File: src/rtl/sg13g2_latch_regfile.sv
// sg13g2_latch_regfile: multi-word storage built from high-transparent latches.
// Writes are staged in flops on the rising edge. The staged word is then
// copied into its latch row while clk is low. After reset, a built-in
// sequencer zeroes every word before ready rises. Reads are either
// combinational (with optional bypass of the staged write) or registered
// (with mandatory forwarding of the staged write).
module sg13g2_latch_regfile #(
  parameter int WIDTH    = 8,
  parameter int DEPTH    = 4,
  parameter int AW       = $clog2(DEPTH),
  parameter int BYPASS   = 1,
  parameter int READ_REG = 0
) (
  input  logic             clk,
  input  logic             rst,
  output logic             ready,
  input  logic             wr_en,
  input  logic [AW-1:0]    wr_addr,
  input  logic [WIDTH-1:0] wr_data,
  input  logic [AW-1:0]    rd_addr,
  output logic [WIDTH-1:0] rd_data
);

  typedef enum logic {
    CLR = 1'b0,
    RUN = 1'b1
  } state_t;

  // Address limit is one bit wider, so DEPTH itself is representable
  localparam logic [AW:0]   DEPTH_W = (AW+1)'(DEPTH);
  localparam logic [AW-1:0] LAST_W  = AW'(DEPTH - 1);

  state_t                      state_r;
  logic [AW-1:0]               ptr_r;
  logic                        wv_q;
  logic [AW-1:0]               wa_q;
  logic [WIDTH-1:0]            wd_q;
  logic [DEPTH-1:0]            gate_s;
  logic [DEPTH-1:0][WIDTH-1:0] mem_s;
  logic [WIDTH-1:0]            mem_rd_s;
  logic                        wr_ok_s;
  logic                        rd_ok_s;
  logic                        hit_s;

  assign wr_ok_s = ({1'b0, wr_addr} < DEPTH_W);
  assign rd_ok_s = ({1'b0, rd_addr} < DEPTH_W);
  assign hit_s   = wv_q && (wa_q == rd_addr);

  // Clear sequencer and write staging; staging only moves while clk is high
  always_ff @(posedge clk) begin
    if (rst) begin
      state_r <= CLR;
      ptr_r   <= '0;
      ready   <= 1'b0;
      wv_q    <= 1'b1;
      wa_q    <= '0;
      wd_q    <= '0;
    end else begin
      case (state_r)
        CLR: begin
          wv_q <= 1'b1;
          wa_q <= ptr_r;
          wd_q <= '0;
          if (ptr_r == LAST_W) begin
            state_r <= RUN;
            ready   <= 1'b1;
          end else begin
            ptr_r <= ptr_r + AW'(1);
          end
        end
        RUN: begin
          if (wr_en && wr_ok_s) begin
            wv_q <= 1'b1;
            wa_q <= wr_addr;
            wd_q <= wr_data;
          end else begin
            wv_q <= 1'b0;
          end
        end
        default: begin
          state_r <= CLR;
          ptr_r   <= '0;
          ready   <= 1'b0;
          wv_q    <= 1'b0;
        end
      endcase
    end
  end

  for (genvar i = 0; i < DEPTH; i++) begin : g_word
    logic [WIDTH-1:0] word_r;

    // Gate opens only in the low phase, and its inputs are stable then
    assign gate_s[i] = ~clk & wv_q & (wa_q == AW'(i));

    // Storage latch for one word; transparent while its gate is open
    always_latch begin
      if (gate_s[i]) begin
        word_r <= wd_q;
      end
    end

    assign mem_s[i] = word_r;
  end

  // Read mux over the latch rows; out-of-range addresses select nothing
  always_comb begin
    mem_rd_s = '0;
    for (int i = 0; i < DEPTH; i++) begin
      if (rd_addr == AW'(i)) begin
        mem_rd_s = mem_s[i];
      end else begin
        mem_rd_s = mem_rd_s;
      end
    end
  end

  if (READ_REG != 0) begin : g_rd_reg
    logic [WIDTH-1:0] rd_q;

    // Registered read; the staged write is forwarded to avoid racing latch close
    always_ff @(posedge clk) begin
      if (rst) begin
        rd_q <= '0;
      end else if (ready && rd_ok_s) begin
        rd_q <= hit_s ? wd_q : mem_rd_s;
      end else begin
        rd_q <= '0;
      end
    end

    assign rd_data = rd_q;
  end else begin : g_rd_comb
    logic [WIDTH-1:0] rd_s;

    // Combinational read with optional bypass of the staged write
    always_comb begin
      rd_s = '0;
      if (ready && rd_ok_s) begin
        if ((BYPASS != 0) && hit_s) begin
          rd_s = wd_q;
        end else begin
          rd_s = mem_rd_s;
        end
      end else begin
        rd_s = '0;
      end
    end

    assign rd_data = rd_s;
  end

endmodule

File: config.mk
export PLATFORM = sky130hd
export DESIGN_NAME = sg13g2_latch_regfile
export DESIGN_NICKNAME = d
export VERILOG_FILES = /design/src/rtl/sg13g2_latch_regfile.sv
export SDC_FILE = /design/constraint.sdc
export NUM_CORES = 1
export LEC_CHECK = 0
export ABC_AREA = 1
export CAP_MARGIN = 5
export CELL_PAD_IN_SITES_DETAIL_PLACEMENT = 0
export CELL_PAD_IN_SITES_GLOBAL_PLACEMENT = 1
export CORE_MARGIN = 3
export CORE_UTILIZATION = 25
export CTS_BUF_LIST = sky130_fd_sc_hd__clkbuf_4 sky130_fd_sc_hd__clkbuf_8 sky130_fd_sc_hd__clkbuf_16
export DETAILED_ROUTE_END_ITERATION = 8
export PLACE_DENSITY = 0.55
export SLEW_MARGIN = 20
export SYNTH_ARGS = -nofsm -noshare
export SYNTH_HDL_FRONTEND = slang
export SYNTH_SLANG_ARGS = --single-unit
File: constraint.sdc
create_clock -name clk -period 2.3 [get_ports clk]
set_input_delay 0.575 -clock clk [delete_from_list [all_inputs] [get_ports clk]]
set_output_delay 0.575 -clock clk [all_outputs]
set_load 0.02 [all_outputs]
# --- After elaboration in Yosys (flattened, before gate mapping) ---
# Index checks and enable logic that the tools add are counted.
# Widths: inputs -> output; s select.
totals:
  romBits: 0
  mem_count: 0
  register_bits: 15
  latchBits: 32
  out_inout_bits: 9
  word_cells: 83
  input_bits: 15
  ramBits: 0
classes:
  magnitude_cmp: 0
  n_mul: 0
  shift: 0
  n_bitwise: 8
  n_div: 0
  add_sub_neg: 1
  reduce_logical: 5
  n_eq_ne: 9
  n_mux: 22
ops:
  columns: ["op", "count"]
  rows:
  - ["$mux 8", 15]
  - ["$pmux 8 s2", 1]
  - ["$eq 2x2->1 const B", 5]
  - ["$and 1x1->1", 5]
  - ["$eq 2x1->1 const B", 2]
  - ["$logic_not 2->1", 2]
  - ["$pmux 2 s2", 1]
  - ["$reduce_and 2->1", 2]
  - ["$mux 1", 3]
  - ["$not 1->1", 3]
  - ["$add 2x1->2 const B", 1]
  - ["$eq 2x2->1", 1]
  - ["$mux 2", 1]
  - ["$ne 2x2->1 const B", 1]
  - ["$pmux 1 s2", 1]
  - ["$logic_and 1x1->1", 1]

# --- Longest topological paths before layout ---
logic_depth:
  word_depth: 7
  mapped_depth: 8

==> run summary <==
Largest net degree at the start of global routing -> 14
Core area -> 6130 sq um
#FFs+latches synth -> 47
CTS tree -> built
Yosys warns -> 0
Overall routing resource usage -> 13.7%
CP Max Fanout -> 1
Status -> finished, violations left
Critical path arrival -> 3.30 ns
Post-CTS setup buffer count -> 0
CP max stage cell -> dlxtp_1
Port Buffers -> 23
CP Cell Sequence -> nand3b_1 > nand3_1 > nand2_1 > nor2_1 > nor2_2 > buf_6
Crit Path Category -> latch -> out
Power Dens Cells -> 775 nW/um^2
Type of origin of the critical path -> latch
# Max-Cap Violations -> 0
Layout fillers -> 635
ANT nets after route -> 0
GP Congestion -> 0.768
Failing checks -> setup timing
Worst-path clk slew -> 0.06 ns
Worst path max stage delay -> 0.26 ns
Dpl hpwl -> 3120 um
P&R area growth vs syn -> 50.1%
Drt pass-1 iters -> 5
Syn Area/Cell -> 7.27 sq um
Total gr overflow -> 0
Vias per cell -> 4.39
Cell Rows -> 28
Worst Path Required -> 1.73 ns
N_diodes -> 0
Final Setup Violations -> 8
Setup TNS -> -12.28 ns
RSZ-0062 raised after global routing -> yes
Ratio of cells with drive above 1 in the final layout -> 29.3%
First-pass GRT wire length -> 7670 um
Post-synth net total -> 241
Class of the worst hold path -> reg -> latch
WL final -> 4460 um
Primary FF master, synth -> dlxtp_1
Die Height -> 86.9 um
Cells after Synth -> 225
Drt drc -> 0
Synthesized area -> 1640 sq um
Leakage -> 0.00109 uW
Nets -> 297
Die area -> 7550 sq um
Vias -> 1559
Worst Tran Pin Value -> 0.311 ns
Starting Density -> 26.7%
Setup WS post-layout -> -1.58 ns
Initial antenna violation count -> 0
Worst-Skew Late Latency -> 0.85 ns
Hold slack -> 0.269 ns
Number of synthesized flops with an enable pin -> 0
Fin. max-slew vios -> 0
CP endpoint kind -> primary output
Relative slew margins -> 79.2%
Vias in the first global route -> 1625
Fin. Hold Viols -> 0
Starting DRT DRC Count -> 114
Netlist cell types -> 30
Place WS -> -0.731 ns
Synth async-reset ratio -> 0%
Clk_skew -> 0.0874 ns
Post-DR wirelength/cell -> 12.6 um
Die width -> 86.9 um
IO Count -> 24
IR drop worst, VDD -> 0.427 mV
-- layer usage --
metal	vias up	part of all wire [%]	GRT usage [%]
li1	818	-	-
met1	678	48	17.5
met2	51	44	18.4
met3	12	6.6	5.87
met4	0	1.7	9.49
met5	-	0	0
-- final timing paths --
check	cells after the start	to	startpoint	slack, ns
setup / recovery	6	rd_data[6]	g_word[2].word_r[6]	-1.58
hold / removal	0	g_word[1].word_r[3]	wd_q[3]	0.27
setup reg to reg	4	wd_q[7]	state_r	1.18
hold reg to reg	0	g_word[1].word_r[3]	wd_q[3]	0.27
max in group gated	1	clock gate	wv_q	0.19
min in group gated	0	clock gate	wa_q[0]	2.89
-- logic make-up (layout without fill, tap and decap cells) --
logic type	after synthesis	after routing	share of synthesized area, %
simple gates	121	121	33.0
buf+inv	33	88	10.1
latches	32	32	29.4
compound gates	23	23	8.42
flops	15	15	18.4
fa+ha+maj	1	1	0.765
-- placed cells by master (no fill, tap or decap), drive strengths merged, types with 2 or more instances in the layout --
cell type	synthesis	routed
a211oi	2	2
a21oi	7	7
buf	6	21
clkbuf	1	26
clkdlybuf4s50	0	14
dfxtp	15	15
dlxtp	32	32
inv	24	24
nand2	53	53
nand3	21	21
nand4	3	3
nor2	38	38
nor3	4	4
o21ai	12	12
-- cells in the mapped netlist, types with 2 or more instances --
| library cell | n | area share [%] |
|---|---|---|
| nand2_1 | 50 | 11 |
| nor2_1 | 36 | 8.3 |
| dlxtp_1 | 32 | 29 |
| inv_1 | 21 | 4.8 |
| nand3_1 | 20 | 6.1 |
| dfxtp_1 | 15 | 18 |
| o21ai_0 | 12 | 3.7 |
| a21oi_1 | 6 | 1.8 |
| nor3_1 | 4 | 1.2 |
| nand4_1 | 3 | 1.1 |
| a211oi_1 | 2 | 0.92 |
| buf_2 | 2 | 0.61 |
| buf_4 | 2 | 0.92 |
| buf_6 | 2 | 1.4 |
| inv_2 | 2 | 0.46 |
| nand2_4 | 2 | 1.4 |
-- state kept, by name, indices dropped and copies added, names as in the netlist --
name,cells
wa_q,2
ready,1
wv_q,1
wd_q,8
state_r,1
g_word.word_r,32
ptr_r,2
-- what timing repair did --
action | CTS | global route
pin swaps | 12 | 15
hold buffers | 0 | 0
gates resized for setup | 53 | 16
endpoints found under the setup margin | 9 | 8
-- report_power, final --
group / internal [uW] / switching [uW] / leakage [uW]
combinational: 172 / 239 / 0.000552
clock: 688 / 298 / 0.000189
sequential: 449 / 55.0 / 0.000353
-- stage by stage --
| step | cells | util [%] | total power [uW] | cell area (sq um) |
|---|---|---|---|---|
| 6_report | 355 | 40.0 | 1900 | 2450 |
| 2_1_floorplan | 225 | - | 836 | 1660 |
| 3_3_place_gp | 329 | 33.4 | 979 | 2050 |
| 4_1_cts | 355 | 39.2 | 1920 | 2410 |
| 3_5_place_dp | 329 | 33.4 | 975 | 2050 |
| 5_1_grt | 355 | 40.0 | 2040 | 2450 |
-- cell type report --
| type | instances | area, sq um | share of cell area [%] |
|---|---|---|---|
| clock buffers | 26 | 352 | 14.3 |
| inverters | 26 | 114 | 4.64 |
| multi-input cells | 145 | 756 | 30.8 |
| flip-flops and latches | 47 | 782 | 31.9 |
| well taps | 75 | 93.8 | 3.82 |
| repair buffers | 36 | 358 | 14.6 |
-- worst max-delay path, delay by kind of cell, from the launching register on --
| kind | cells | cell delay, ns |
|---|---|---|
| buf+inv | 1 | 0.12 |
| simple gates | 5 | 0.46 |
| latches | 1 | 0.26 |
(Power assumes the default switching activity.)
